**config.mk**
```make
export PLATFORM = sky130hd
export DESIGN_NAME = cordic_sincos_seq
export DESIGN_NICKNAME = d
export VERILOG_FILES = /design/src/rtl/cordic_pkg.sv /design/src/rtl/quadrant_fold.sv /design/src/rtl/cordic_sincos_seq.sv
export SDC_FILE = /design/constraint.sdc
export NUM_CORES = 1
export LEC_CHECK = 0
export CAP_MARGIN = 20
export CORE_ASPECT_RATIO = 1.2
export CORE_MARGIN = 2
export CORE_UTILIZATION = 25
export CTS_CLUSTER_DIAMETER = 200
export DETAILED_ROUTE_END_ITERATION = 7
export GPL_TIMING_DRIVEN = 0
export PLACE_DENSITY = 0.5
export SLEW_MARGIN = 10
export SYNTH_ARGS = -nofsm -noshare
export SYNTH_HDL_FRONTEND = slang
export SYNTH_SLANG_ARGS = --single-unit
```
**constraint.sdc**
```tcl
create_clock -name clk_i -period 4.4 [get_ports clk_i]
set_input_delay 0.88 -clock clk_i [delete_from_list [all_inputs] [get_ports clk_i]]
set_output_delay 0.88 -clock clk_i [all_outputs]
set_load 0.005 [all_outputs]
```
**src/rtl/cordic_pkg.sv**
```systemverilog
// rtl/cordic_pkg.sv - shared constants and FSM state type for the cordic sin/cos sequencer
package cordic_pkg;

  // Data width of angles, core operands and results (Q3.12)
  localparam int DATA_W = 16;

  localparam logic signed [DATA_W-1:0] PI_Q          = 16'sd12868;
  localparam logic signed [DATA_W-1:0] HALF_PI_Q     = 16'sd6434;
  localparam logic signed [DATA_W-1:0] NEG_HALF_PI_Q = -16'sd6434;
  localparam logic signed [DATA_W-1:0] K_Q           = 16'sd2487;

  typedef enum logic [1:0] {
    S_IDLE  = 2'd0,
    S_START = 2'd1,
    S_WAIT  = 2'd2,
    S_OUT   = 2'd3
  } seq_state_e;

endpackage

```
**src/rtl/quadrant_fold.sv**
```systemverilog
// rtl/quadrant_fold.sv - folds a full-circle angle into the core's +-pi/2 convergence range
module quadrant_fold
  import cordic_pkg::*;
(
  input  logic [DATA_W-1:0] angle_i,
  output logic [DATA_W-1:0] z0_o,
  output logic              neg_o
);

  // Shift by pi when outside +-pi/2; the sign flip is undone on the results later.
  // Exactly +-pi/2 stays unfolded since the core converges there.
  always_comb begin
    z0_o  = angle_i;
    neg_o = 1'b0;
    if ($signed(angle_i) > HALF_PI_Q) begin
      z0_o  = angle_i - PI_Q;
      neg_o = 1'b1;
    end else if ($signed(angle_i) < NEG_HALF_PI_Q) begin
      z0_o  = angle_i + PI_Q;
      neg_o = 1'b1;
    end
  end

endmodule

```
**src/rtl/cordic_sincos_seq.sv**
```systemverilog
// rtl/cordic_sincos_seq.sv - request/response sequencer around the iterative cordic core
// Optional build macro: CORDIC_SEQ_TIMEOUT_EN (WAIT watchdog; expiry yields cos=sin=0, err_o=1)
module cordic_sincos_seq
  import cordic_pkg::*;
#(
  parameter int Width         = 16,
  parameter int TimeoutCycles = 64
) (
  input  logic             clk_i,
  input  logic             rst_i,
  input  logic             in_valid_i,
  output logic             in_ready_o,
  input  logic [Width-1:0] angle_i,
  output logic             start_cordic_o,
  output logic [Width-1:0] x0_o,
  output logic [Width-1:0] y0_o,
  output logic [Width-1:0] z0_o,
  input  logic [Width-1:0] xn_i,
  input  logic [Width-1:0] yn_i,
  input  logic             done_tick_cordic_i,
  output logic             out_valid_o,
  input  logic             out_ready_i,
  output logic [Width-1:0] cos_o,
  output logic [Width-1:0] sin_o,
  output logic             err_o
);

  // Package constants are Q3.12 in 16 bits, so no other width can work
  if (Width != DATA_W) begin : g_bad_width
    $error("cordic_sincos_seq: Width must be 16");
  end
  if (TimeoutCycles < 20 || TimeoutCycles > 127) begin : g_bad_timeout
    $error("cordic_sincos_seq: TimeoutCycles must be within 20..127");
  end

  localparam logic [Width-1:0] MostNeg = {1'b1, {(Width-1){1'b0}}};
  localparam logic [Width-1:0] MostPos = {1'b0, {(Width-1){1'b1}}};

  seq_state_e       state_q;
  logic             in_ready_q;
  logic             start_q;
  logic             out_valid_q;
  logic             neg_q;
  logic [Width-1:0] x0_q, y0_q, z0_q;
  logic [Width-1:0] cos_q, sin_q;
  logic [Width-1:0] cos_d, sin_d;
  logic [Width-1:0] fold_z;
  logic             fold_neg;

`ifdef CORDIC_SEQ_TIMEOUT_EN
  localparam logic [6:0] CntLast = 7'(TimeoutCycles - 1);
  logic [6:0] wait_cnt_q;
  logic       err_q;
`endif

  quadrant_fold u_fold (
    .angle_i (angle_i),
    .z0_o    (fold_z),
    .neg_o   (fold_neg)
  );

  // Undo the fold on the core results; negating the most negative code saturates
  always_comb begin
    cos_d = xn_i;
    sin_d = yn_i;
    if (neg_q) begin
      cos_d = (xn_i == MostNeg) ? MostPos : -xn_i;
      sin_d = (yn_i == MostNeg) ? MostPos : -yn_i;
    end
  end

  // Transaction FSM with all outputs registered; one request in flight at a time
  always_ff @(posedge clk_i) begin
    if (rst_i) begin
      state_q     <= S_IDLE;
      in_ready_q  <= 1'b1;
      start_q     <= 1'b0;
      out_valid_q <= 1'b0;
      neg_q       <= 1'b0;
      x0_q        <= '0;
      y0_q        <= '0;
      z0_q        <= '0;
      cos_q       <= '0;
      sin_q       <= '0;
`ifdef CORDIC_SEQ_TIMEOUT_EN
      wait_cnt_q  <= '0;
      err_q       <= 1'b0;
`endif
    end else begin
      case (state_q)
        S_IDLE: begin
          if (in_valid_i) begin
            x0_q       <= K_Q;
            y0_q       <= '0;
            z0_q       <= fold_z;
            neg_q      <= fold_neg;
            in_ready_q <= 1'b0;
            start_q    <= 1'b1;
            state_q    <= S_START;
          end
        end
        S_START: begin
          start_q <= 1'b0;
          state_q <= S_WAIT;
`ifdef CORDIC_SEQ_TIMEOUT_EN
          wait_cnt_q <= '0;
`endif
        end
        S_WAIT: begin
          if (done_tick_cordic_i) begin
            cos_q       <= cos_d;
            sin_q       <= sin_d;
            out_valid_q <= 1'b1;
            state_q     <= S_OUT;
`ifdef CORDIC_SEQ_TIMEOUT_EN
            err_q       <= 1'b0;
          end else if (wait_cnt_q == CntLast) begin
            cos_q       <= '0;
            sin_q       <= '0;
            err_q       <= 1'b1;
            out_valid_q <= 1'b1;
            state_q     <= S_OUT;
          end else begin
            wait_cnt_q  <= wait_cnt_q + 7'd1;
`endif
          end
        end
        S_OUT: begin
          if (out_ready_i) begin
            out_valid_q <= 1'b0;
            in_ready_q  <= 1'b1;
            state_q     <= S_IDLE;
          end
        end
        default: begin
          state_q <= S_IDLE;
        end
      endcase
    end
  end

  assign in_ready_o     = in_ready_q;
  assign start_cordic_o = start_q;
  assign x0_o           = x0_q;
  assign y0_o           = y0_q;
  assign z0_o           = z0_q;
  assign out_valid_o    = out_valid_q;
  assign cos_o          = cos_q;
  assign sin_o          = sin_q;
`ifdef CORDIC_SEQ_TIMEOUT_EN
  assign err_o          = err_q;
`else
  assign err_o          = 1'b0;
`endif

endmodule
```
==> out/metrics.yaml <==
initial_core_util: 0.2532
hold_violations: 0
cpPeakStageDelay_ps: 740
cts_resized: 0
tightest_slew_ps: 909.2
cts-root-buf: "clkbuf_16"
drv_cap: 0
startpoint_type: "input port"
p_leak_uw: 0.001874
fp.dieW_um: 113.8
gp_congestion: 0.9154
drv_slew: 0
fin_tns_setup_ps: 0
period_needed_ps: 3204
grt_max_degree: 18
drt_iter0_markers: 224
crit_required_ps: 4560
finClkSkew_ps: 9.315
grt_usage: 0.1537
antenna_found_initial: 0
arrival_ps: 3370
grt-ovfl-total: 0
fp.dieH_um: 135.8
crit_start: "angle_i[2]"
power.total_uw: 1873
ctsLongestPathBuffers: 2
worstSetupEndpointType: "register"
cpMostUsedCell: "o21ai_0"
status: "complete, no violations"
fmax_mhz: 312.1
async_reset_ff_frac: 0
slew_headroom: 0.3874
cp_top_family: "compound AO/OA/AOI/OAI gates"
ys_types: 61
wl_per_cell_um: 15.64
holdWs_ps: 465.2
yosys_register_bits: 55
post_cts.repair.setup_buffers: 0
netlist_instances: 460
setup_ws_ps: 1196
n_antenna_cell: 0
fin_util: 0.3606
clkSlewWorstSetupHoldPaths_ps: 70
rows: 48
min-delay-start: "z0_o[5]"
grt_pass1_vias: 3645
rsz0062_at_grt: "false"
antenna_left: 0
path_cells: "clkdlybuf4s50_1 -> inv_1 -> ha_1 -> nand2_1 -> a31oi_1 -> o21ai_0 -> o22ai_1 -> xnor2_1 -> o21ai_0"
drive_above_1_share: 0.1052
hpwl_um: 9468
cp_num_buf_inv: 2
synth_edf_count: 0
post-place-ws_ps: 938.3
core_area_um2: 14290
htreeDepth: 2
ios: 137
syn_area_um2: 3620
hp-class: "reg2reg"
ys_warn_count: 0
ir_drop_uv: 142.9
finalCritPeriodShare: 0.7282
crit_type: "in2reg"
clock_latency_ps: 300
cts_sinks: 55
ys_seq_area_frac: 0.3042
cp_max_fo: 7
cts_buffers: 5
grt_first_pass_wirelength_um: 18860
synthFlopType: "dfxtp_1"
cts_tree: "yes"
num-nets-final: 660
die-area_um2: 15460
drtPass1Iterations: 4
layout_common_cells: "clkdlybuf4s50_1 (107), nor2_1 (63), dfxtp_1 (55)"
r2r_start: "state_q[0]"
syn_avg_cell_area_um2: 7.869
setup_viol: 0
p_per_area_nw_per_um2: 363.3
syn_to_final_growth_pct: 42.41
critPathSlowestCell: "o21ai_0"
io_buffers: 107
viasPerCell: 4.802
hold_buffers: 0
vias: 3717
layout_commonest_cell: "clkdlybuf4s50_1"
drc: 0
totalWireLength_um: 12110
area by class of cell:
class                           count  area [um^2]
Buffer                             62        364.1
Clock buffer                        6        138.9
Clock inverter                      2        16.27
Fill cell                        1540         9139
Inverter                           12        45.04
Multi-Input combinational cell    355         2200
Sequential cell                    55         1101
Tap cell                          175        219.0
Timing Repair Buffer              107         1071
metrics by stage:
step	instance area [um^2]	std cells
floorplan	3710	484
global placement	5000	766
detailed placement	5000	766
CTS	5155	774
global route	5155	774
finish	5155	774
path summary, 6_finish.rpt:
path	end	slack, ps	cells past startpoint
worst max register to register	z0_o[8]	1830	9
worst min register to register	z0_o[5]	470	2
worst max-delay path	z0_o[10]	1200	9
worst min-delay path	z0_o[5]	470	2
power by group:
| group | switching (uW) | internal (uW) |
|---|---|---|
| clock | 197 | 228 |
| sequential | 61.8 | 592 |
| combinational | 387 | 406 |
| total | 646 | 1230 |
state kept, by name, summed over array words and instances, names as in the netlist:
signal          cells
sin_o              16
in_ready_o          1
x0_o                1
start_cordic_o      1
z0_o               16
state_q             2
cos_o              16
out_valid_o         1
neg_q               1
worst reg2reg max path, cell delays in order, from the launching register on:
cell	delay, ps
dfxtp_1	390
inv_1	80
ha_1	240
and2_1	150
clkbuf_1	210
nand2b_1	120
clkbuf_1	360
clkbuf_1	470
nor3_1	130
a221o_1	300
metal layers:
| metal | vias to the layer above | share of wire | track usage |
|---|---|---|---|
| li1 | 1865 | - | - |
| met1 | 1704 | 0.45 | 0.1939 |
| met2 | 134 | 0.48 | 0.2685 |
| met3 | 14 | 0.055 | 0.02541 |
| met4 | 0 | 0.014 | 0.04675 |
| met5 | - | 0 | 0 |
cells in the mapped netlist (4+ instances only):
cell type / count / share of area
xor2_1: 27 / 0.065
nand2_1: 44 / 0.046
a211oi_2: 10 / 0.035
o21ai_0: 20 / 0.028
a31oi_1: 4 / 0.0069
a21oi_1: 15 / 0.021
nor3_1: 11 / 0.015
nor4_1: 5 / 0.0086
or3_1: 4 / 0.0069
a22oi_1: 4 / 0.0083
buf_4: 32 / 0.066
inv_1: 12 / 0.012
dfxtp_1: 55 / 0.30
o41ai_1: 6 / 0.015
o31ai_1: 6 / 0.012
xnor2_1: 7 / 0.017
a211oi_1: 23 / 0.048
nor2_1: 63 / 0.065
clkbuf_1: 26 / 0.027
ha_1: 9 / 0.031
nand3_1: 13 / 0.018
kinds of logic (layout without fill, tap and decap cells):
logic type	Yosys count	after routing	share of synthesized area
AOI/OAI and AO/OA	120	120	0.2506
xor gates and xnor gates	34	34	0.08227
adders and majority gates	9	9	0.03111
buffers and inverters	74	189	0.1130
DFF	55	55	0.3042
muxes	3	3	0.008296
other	1	25	0.001036
and+or+nand+nor	164	164	0.2095
No activity file was read; power rests on OpenSTA's default activity.
